`config.mk`:
```
export PLATFORM = sky130hd
export DESIGN_NAME = axon_delay_queue
export DESIGN_NICKNAME = d
export VERILOG_FILES = /design/src/rtl/axon_delay_queue.sv
export SDC_FILE = /design/constraint.sdc
export NUM_CORES = 1
export LEC_CHECK = 0
export ABC_CLOCK_PERIOD_IN_PS = 3990
export CAP_MARGIN = 20
export CORE_MARGIN = 2
export CORE_UTILIZATION = 57
export DETAILED_ROUTE_END_ITERATION = 6
export GPL_ROUTABILITY_DRIVEN = 0
export GPL_TIMING_DRIVEN = 0
export PLACE_DENSITY = 0.77
export SYNTH_ARGS = -nofsm -noshare
export SYNTH_HDL_FRONTEND = slang
export SYNTH_SLANG_ARGS = --single-unit
```
`constraint.sdc`:
```
create_clock -name clk -period 3.99 [get_ports clk]
set_clock_uncertainty 0.05 [all_clocks]
set_input_delay 0.5985 -clock clk [delete_from_list [all_inputs] [get_ports clk]]
set_output_delay 0.5985 -clock clk [all_outputs]
set_load 0.01 [all_outputs]
```
`src/rtl/axon_delay_queue.sv`:
```
`default_nettype none
// ============================================================================
// Module   : axon_delay_queue
// Brief    : Multi-slot countdown queue; releases each soma spike after its delay.
// Revision : 1.0
// ============================================================================
module axon_delay_queue #(
    parameter int DEPTH = 4,
    parameter int DW    = 16
) (
    input  logic                       clk,
    input  logic                       rst,
    input  logic                       kill,
    input  logic [DW-1:0]              spike_in,
    input  logic                       out_ready,
    output logic                       out_valid,
    output logic [DW-1:0]              out_delay,
    output logic [$clog2(DEPTH+1)-1:0] occupancy,
    output logic                       full,
    output logic [7:0]                 drop_cnt,
    output logic                       drop_pulse
);

    localparam int c_IW = $clog2(DEPTH);
    localparam int c_OW = $clog2(DEPTH+1);

    logic [DEPTH-1:0] r_valid;
    logic [DW-1:0]    r_cnt [DEPTH];
    logic [DW-1:0]    r_dly [DEPTH];

    logic [DEPTH-1:0] w_due;
    logic             w_any_free;
    logic [c_IW-1:0]  w_free_idx;
    logic [c_IW-1:0]  w_sel_idx;
    logic             w_spike;
    logic             w_alloc;
    logic             w_drop;
    logic             w_accept;
    logic [DEPTH-1:0] w_valid_nxt;
    logic [c_OW-1:0]  w_occ_nxt;

    genvar gi;
    generate
        for (gi = 0; gi < DEPTH; gi++) begin : g_due
            assign w_due[gi] = r_valid[gi] && (r_cnt[gi] == '0);
        end
    endgenerate

    // Descending scan so the lowest index is the one left standing.
    always_comb begin
        w_any_free = 1'b0;
        w_free_idx = '0;
        w_sel_idx  = '0;
        for (int i = DEPTH-1; i >= 0; i--) begin
            if (!r_valid[i]) begin
                w_any_free = 1'b1;
                w_free_idx = c_IW'(i);
            end
            if (w_due[i]) begin
                w_sel_idx = c_IW'(i);
            end
        end
    end

    assign out_valid = |w_due;
    assign out_delay = out_valid ? r_dly[w_sel_idx] : '0;

    assign w_spike  = (spike_in != '0);
    assign w_accept = out_valid && out_ready;
    assign w_alloc  = w_spike && w_any_free && !kill;
    assign w_drop   = w_spike && !w_any_free && !kill;

    // Post-edge valid mask, used only for the registered status outputs.
    always_comb begin
        w_valid_nxt = r_valid;
        if (w_accept) w_valid_nxt[w_sel_idx] = 1'b0;
        if (w_alloc)  w_valid_nxt[w_free_idx] = 1'b1;
        if (kill)     w_valid_nxt = '0;
        w_occ_nxt = '0;
        for (int i = 0; i < DEPTH; i++) begin
            w_occ_nxt = w_occ_nxt + c_OW'(w_valid_nxt[i]);
        end
    end

    always_ff @(posedge clk or negedge rst) begin
        if (!rst) begin
            r_valid <= '0;
            for (int i = 0; i < DEPTH; i++) begin
                r_cnt[i] <= '0;
                r_dly[i] <= '0;
            end
        end else begin
            for (int i = 0; i < DEPTH; i++) begin
                if (kill) begin
                    r_valid[i] <= 1'b0;
                    r_cnt[i]   <= '0;
                    r_dly[i]   <= '0;
                end else if (w_alloc && (w_free_idx == c_IW'(i))) begin
                    r_valid[i] <= 1'b1;
                    r_cnt[i]   <= spike_in;
                    r_dly[i]   <= spike_in;
                end else if (w_accept && (w_sel_idx == c_IW'(i))) begin
                    r_valid[i] <= 1'b0;
                    r_dly[i]   <= '0;
                end else if (r_valid[i] && (r_cnt[i] != '0)) begin
                    r_cnt[i] <= r_cnt[i] - DW'(1);
                end
            end
        end
    end

    always_ff @(posedge clk or negedge rst) begin
        if (!rst) begin
            occupancy  <= '0;
            full       <= 1'b0;
            drop_cnt   <= '0;
            drop_pulse <= 1'b0;
        end else begin
            occupancy  <= w_occ_nxt;
            full       <= &w_valid_nxt;
            drop_pulse <= w_drop;
            if (w_drop && (drop_cnt != 8'hFF)) begin
                drop_cnt <= drop_cnt + 8'd1;
            end
        end
    end

endmodule
`default_nettype wire
```
== Word level (Yosys, flattened, before mapping) ==
Cells that the tools add are included.
Storage, ports and cells
  word-level logic and storage cells: 158
  flip-flop bits (word level): 145
  bits of input ports: 20
  output and inout bits: 30
Operators by class
  multiplexer cells: 63
  reductions and logical operators: 51
  equality and inequality tests: 11
  magnitude comparators: 5
  add/subtract/negate cells: 8
  bitwise gates (word level): 4
Operators by type and width (number)
  16-bit 2-to-1 mux: 31
  16-bit nonzero test: 5
  16-bit logical NOT: 4
  16-bit by 1-bit subtractor with 16-bit output, second input constant: 4
  16-bit binary-select mux with 2-bit select: 1
  1-bit logical AND: 24
  3-bit nonzero test: 8
  1-bit 2-to-1 mux: 18
  2-bit 2-to-1 mux: 8
  4-bit 2-to-1 mux: 3
  3-bit inequality test, second input constant: 4
  8-bit by 1-bit adder with 8-bit output, second input constant: 1
  2-bit equality test, second input constant: 4
  8-bit inequality test, second input constant: 1
  2-bit AND reduction: 4
  2-bit by 3-bit less-than comparator with 1-bit output, second input constant: 2
  4-bit AND: 1
  1-bit demux with 2-bit select: 2
  2-bit by 1-bit equality test with 1-bit output, second input constant: 2
  2-bit by 1-bit >= comparator with 1-bit output, second input constant: 2
  2-bit logical NOT: 2
  4-bit inverter: 1
  4-bit OR: 1
  4-bit AND reduction: 1
  7 further kinds: 8

== Depth between registers and ports, before layout ==
  depth after elaboration: 19
  mapped depth: 12
  mapped depth without buffers: 10

== Worst setup path before layout ==
No wires, ideal clock.
  path kind: in2reg
  start point: input port spike_in[1]
  end point: register occupancy[1]
  stages on the path: 9
  path buffers: 2
  setup time: 0.126 ns
  arrival time: 3.366 ns
  setup slack: 0.448 ns
  required time: 3.814 ns
  cell sequence: clkbuf_1 or4_4 o41ai_4 nor2_1 clkbuf_1 a31o_2 fa_1 ha_1 ha_1
Between the ends
  word-level cells in the longest chain between the ends: 8
Ends and longest elaborated chain
  from (decl): RTL line 14  | input logic [DW-1:0] spike_in,
  16-bit nonzero test *: RTL line 68  | assign w_spike = (spike_in != '0);
  1-bit logical AND * (2 in a row): RTL line 70  | assign w_alloc = w_spike && w_any_free && !kill;
  4-bit 2-to-1 mux *: RTL line 77  | if (w_alloc) w_valid_nxt[w_free_idx] = 1'b1;
  4-bit 2-to-1 mux *: RTL line 78  | if (kill) w_valid_nxt = '0;
  1-bit by 1-bit adder with 2-bit output: RTL line 81  | w_occ_nxt = w_occ_nxt + c_OW'(w_valid_nxt[i]);
  2-bit by 1-bit adder with 3-bit output: RTL line 81
  3-bit by 1-bit adder with 3-bit output *: RTL line 81
  named net w_occ_nxt[1]: RTL line 40  | logic [c_OW-1:0] w_occ_nxt;
  to (signal assigned): RTL line 119  | occupancy <= w_occ_nxt;
  to (decl): RTL line 18  | output logic [$clog2(DEPTH+1)-1:0] occupancy,
The timed path passes the listed nets; every way through them passes the cells marked *.
A chain may end at the register's enable or synchronous reset.

== Worst setup path after layout ==
  start point: register r_cnt[2] (netlist name)
  end point: output port out_delay[6]
Between the ends
  word-level cells in the longest chain between the ends: 11
  elaborated cells between the ends (all ways): 12
  classes of those cells: 8 x mux; 1 x bitwise; 3 x reduce/logical
Ends and longest elaborated chain
  from (decl): RTL line 28  | logic [DW-1:0] r_cnt [DEPTH];
  from (signal, indexed assignment): RTL line 100  | r_cnt[i] <= spike_in;
  from (signal, indexed assignment): RTL line 106  | r_cnt[i] <= r_cnt[i] - DW'(1);
  16-bit logical NOT *: RTL line 45  | assign w_due[gi] = r_valid[gi] && (r_cnt[gi] == '0);
  1-bit logical AND *: RTL line 45
  2-bit 2-to-1 mux (4 in a row): RTL line 59  | if (w_due[i]) begin
  2-bit inverter with 3-bit output (implied by the code): RTL line 66  | assign out_delay = out_valid ? r_dly[w_sel_idx] : '0;
  16-bit binary-select mux with 2-bit select: RTL line 66
  16-bit 2-to-1 mux (implied by the code) (2 in a row): RTL line 66
  16-bit 2-to-1 mux *: RTL line 66
  to (decl): RTL line 17  | output logic [DW-1:0] out_delay,
Mark *: on every way between the ends. The rest lies on a longest branch, timed or not. The select of a mux whose other input is x is not followed.

==> metrics.txt <==
status completed; Netlist cell types 71; Levels on crit path 8; Critical Path Start Type register; CTS Buffer Depth 2; Slew Viols, Final 0; Post-Synthesis Cells between 800 and 900; nets around 900; I/O Buffers 32; Slew headroom between 30% and 40%; P_leak around 4 nW; Crit. End Element output port; CP cell instances or4b_4 > or4b_4 > a311oi_4 > buf_4 > buf_6 > nand2_1 > a31oi_1 > dlygate4sd2_1; VDD IR max 0.413 mV; gr ovfl total 0; largest net degree at the start of global routing between 80 and 90; drt wl/cell 22.5 µm; Die W around 120 µm; cell area after layout around 9300 µm²; Worst-Margin Slew roughly 0.94 ns; Post-synth EDFFs 0; cts hold-fix bufs 0; CTS tree done; Bufs and invs on worst path 3; Mapped Nets between 800 and 900; Filler cells between 1000 and 1500; dpl hpwl between 15000 and 20000 µm; H-Tree Depth 4; Num CTS Buffers 17; Synth Register Bits between 100 and 150; WL met2 about 11000 µm; Max Freq 0.256 GHz; vias in the first global route approximately 7200; Core Area about 14000 µm²; Top Layer Used met4; root buf cell clkbuf_16; CP top delay family simple AND/OR/NAND/NOR gates; worst reg2reg path depth 12; Synth area leader dfrtp_1; vias per cell just under 7; Cell Count, Final, Fillers Out around 1100; Synth Flop Type dfrtp_1; CP Max Fanout 6; met1 wire length 10300 µm; Core Util, Final 67.4%; count leader, synth dfrtp_1; DP Area 8570 µm²; sequential share of the synthesized area 45.4%; initial antenna violation count 0; clock period minus worst slack a little under 4 ns; Syn Area/Cell around 9.6 µm²; I/O Pins 50; cell mode on critical path or4b_4; gr usage total about a third; met3 wire length between 2000 and 2500 µm; max-cap violation count 0; antenna-violating nets left 0; row count 43; PwrDens around 560 nW/µm²; final hold slack just over 0.09 ns; cell area after synthesis 8000 µm²; Starting Density ~58%; top area cells in the synthesized netlist dfrtp_1 (45%), a22o_1 (5.7%), nand2_1 (5.0%); Register Area about 3600 µm²; Finish-stage setup viols 0; Reg clk slew, reported paths ~0.060 ns; drt drc 0; clock sink count 145; crit path DAT around 3.3 ns; share of post-route cells with drive strength above 1 9.85%; Crit-path slowest cell or4b_4; multi-input logic area between 4000 and 5000 µm²; Die Height between 100 and 150 µm; Final period util 97.8%; Worst-Skew Late Latency 0.45 ns; unrepaired setup endpoints after global routing false; Worst Hold Class input pin to asynchronous set/reset pin; Yosys top cell area share between 40% and 50%; initial DRC count 1163; ys async rst share 100%; kind of critical path register to output port; ANT cells 0; Synth top cells by count dfrtp_1 (145), nand2_1 (107), a22o_1 (52); routed vias ~7500; die area between 10000 and 15000 µm²; Initial DRT Pass Iterations 6; overall routed net length 24400 µm; Worst EP required approximately 3.3 ns; Inst Count DP 1045; Fin. Hold Viols 0; synth-to-layout area growth 16.1%; Synthesis Warnings 0; first-pass GRT wire length between 30000 and 40000 µm; Crit path largest cell delay 0.58 ns
placed cells by master, fill, tap and decap left out, types with 9 or more instances in the layout:
cell	instances
a21oi_1	22
a22o_1	52
a22oi_1	10
a31oi_1	19
a32o_1	20
buf_4	12
clkbuf_1	47
clkbuf_16	17
clkdlybuf4s50_1	15
dfrtp_1	145
dlygate4sd2_1	16
ha_1	12
inv_1	22
mux2i_1	16
nand2_1	107
nand2b_1	9
nand3_1	18
nand4_1	12
nor2_1	46
nor3_1	13
nor4_1	12
o21ai_0	45
or3_1	23
or4_1	13
xnor2_1	11
xor2_1	11
kinds of logic after synthesis:
logic type | count (synthesis) | synth area share (%)
xor+xnor | 22 | 2.41
buf+inv | 90 | 4.62
compound gates | 252 | 24.4
mux | 18 | 2.28
fa+ha+maj | 13 | 2.13
simple gates | 292 | 18.8
flops | 145 | 45.4
per-stage QoR:
| step | TNS [ns] | power, W | worst slack (ns) |
|---|---|---|---|
| after floorplan | 0 | 0.00296 | 0.448 |
| after global placement | -498.90 | 0.00347 | -3.44 |
| after detailed placement | -2.63 | 0.00353 | -0.433 |
| after CTS | 0 | 0.00511 | 0.0143 |
| after global routing | 0 | 0.00542 | 0.0115 |
| final | 0 | 0.00519 | 0.0886 |
layer usage:
metal  GRT usage, %  vias up
li1               -     3258
met1           48.4     3690
met2           50.0      460
met3           6.69       73
met4           14.9        0
met5              0        -
area by class of cell:
class	count	area share [%]
buffer	65	3.22
clock buffer	20	4.92
clock inverter	12	1.44
inverter	23	0.930
multi-input combinational	597	43.6
sequential	145	39.1
tap	180	2.43
timing repair buffer	42	4.33
flip-flops by register name, summed over array words and instances (netlist names):
register,cells
r_cnt,64
drop_cnt,8
r_dly,64
full,1
occupancy,3
r_valid,4
drop_pulse,1
worst paths after layout:
kind,start,to,slack (ns)
setup / recovery,r_cnt[2]$_DFFE_PN0P_,out_delay[6],0.09
hold / removal,rst,r_cnt[7]$_DFFE_PN0P_,0.09
setup reg to reg,r_cnt[48]$_DFFE_PN0P_,occupancy[1]$_DFF_PN0_,0.16
hold reg to reg,drop_cnt[7]$_DFFE_PN0P_,drop_cnt[7]$_DFFE_PN0P_,0.44
max in group asynchronous,rst,r_dly[35]$_DFFE_PN0P_,3.01
min in group clk,drop_cnt[7]$_DFFE_PN0P_,drop_cnt[7]$_DFFE_PN0P_,0.44
timing repair:
item	in CTS	in global routing
pin swaps	2	5
resized for setup	35	4
endpoints found under the setup margin	20	15
setup buffers	2	5
cloned	1	0
power breakdown:
part | leakage, nW | total (W) | switching (W) | internal, W
Combinational | 1.82 | 0.00176 | 0.00113 | 0.000637
Sequential | 1.97 | 0.00182 | 0.000164 | 0.00165
Clock | 0.286 | 0.00161 | 0.000656 | 0.000954
Note: power is estimated with default switching activity, not from simulation.
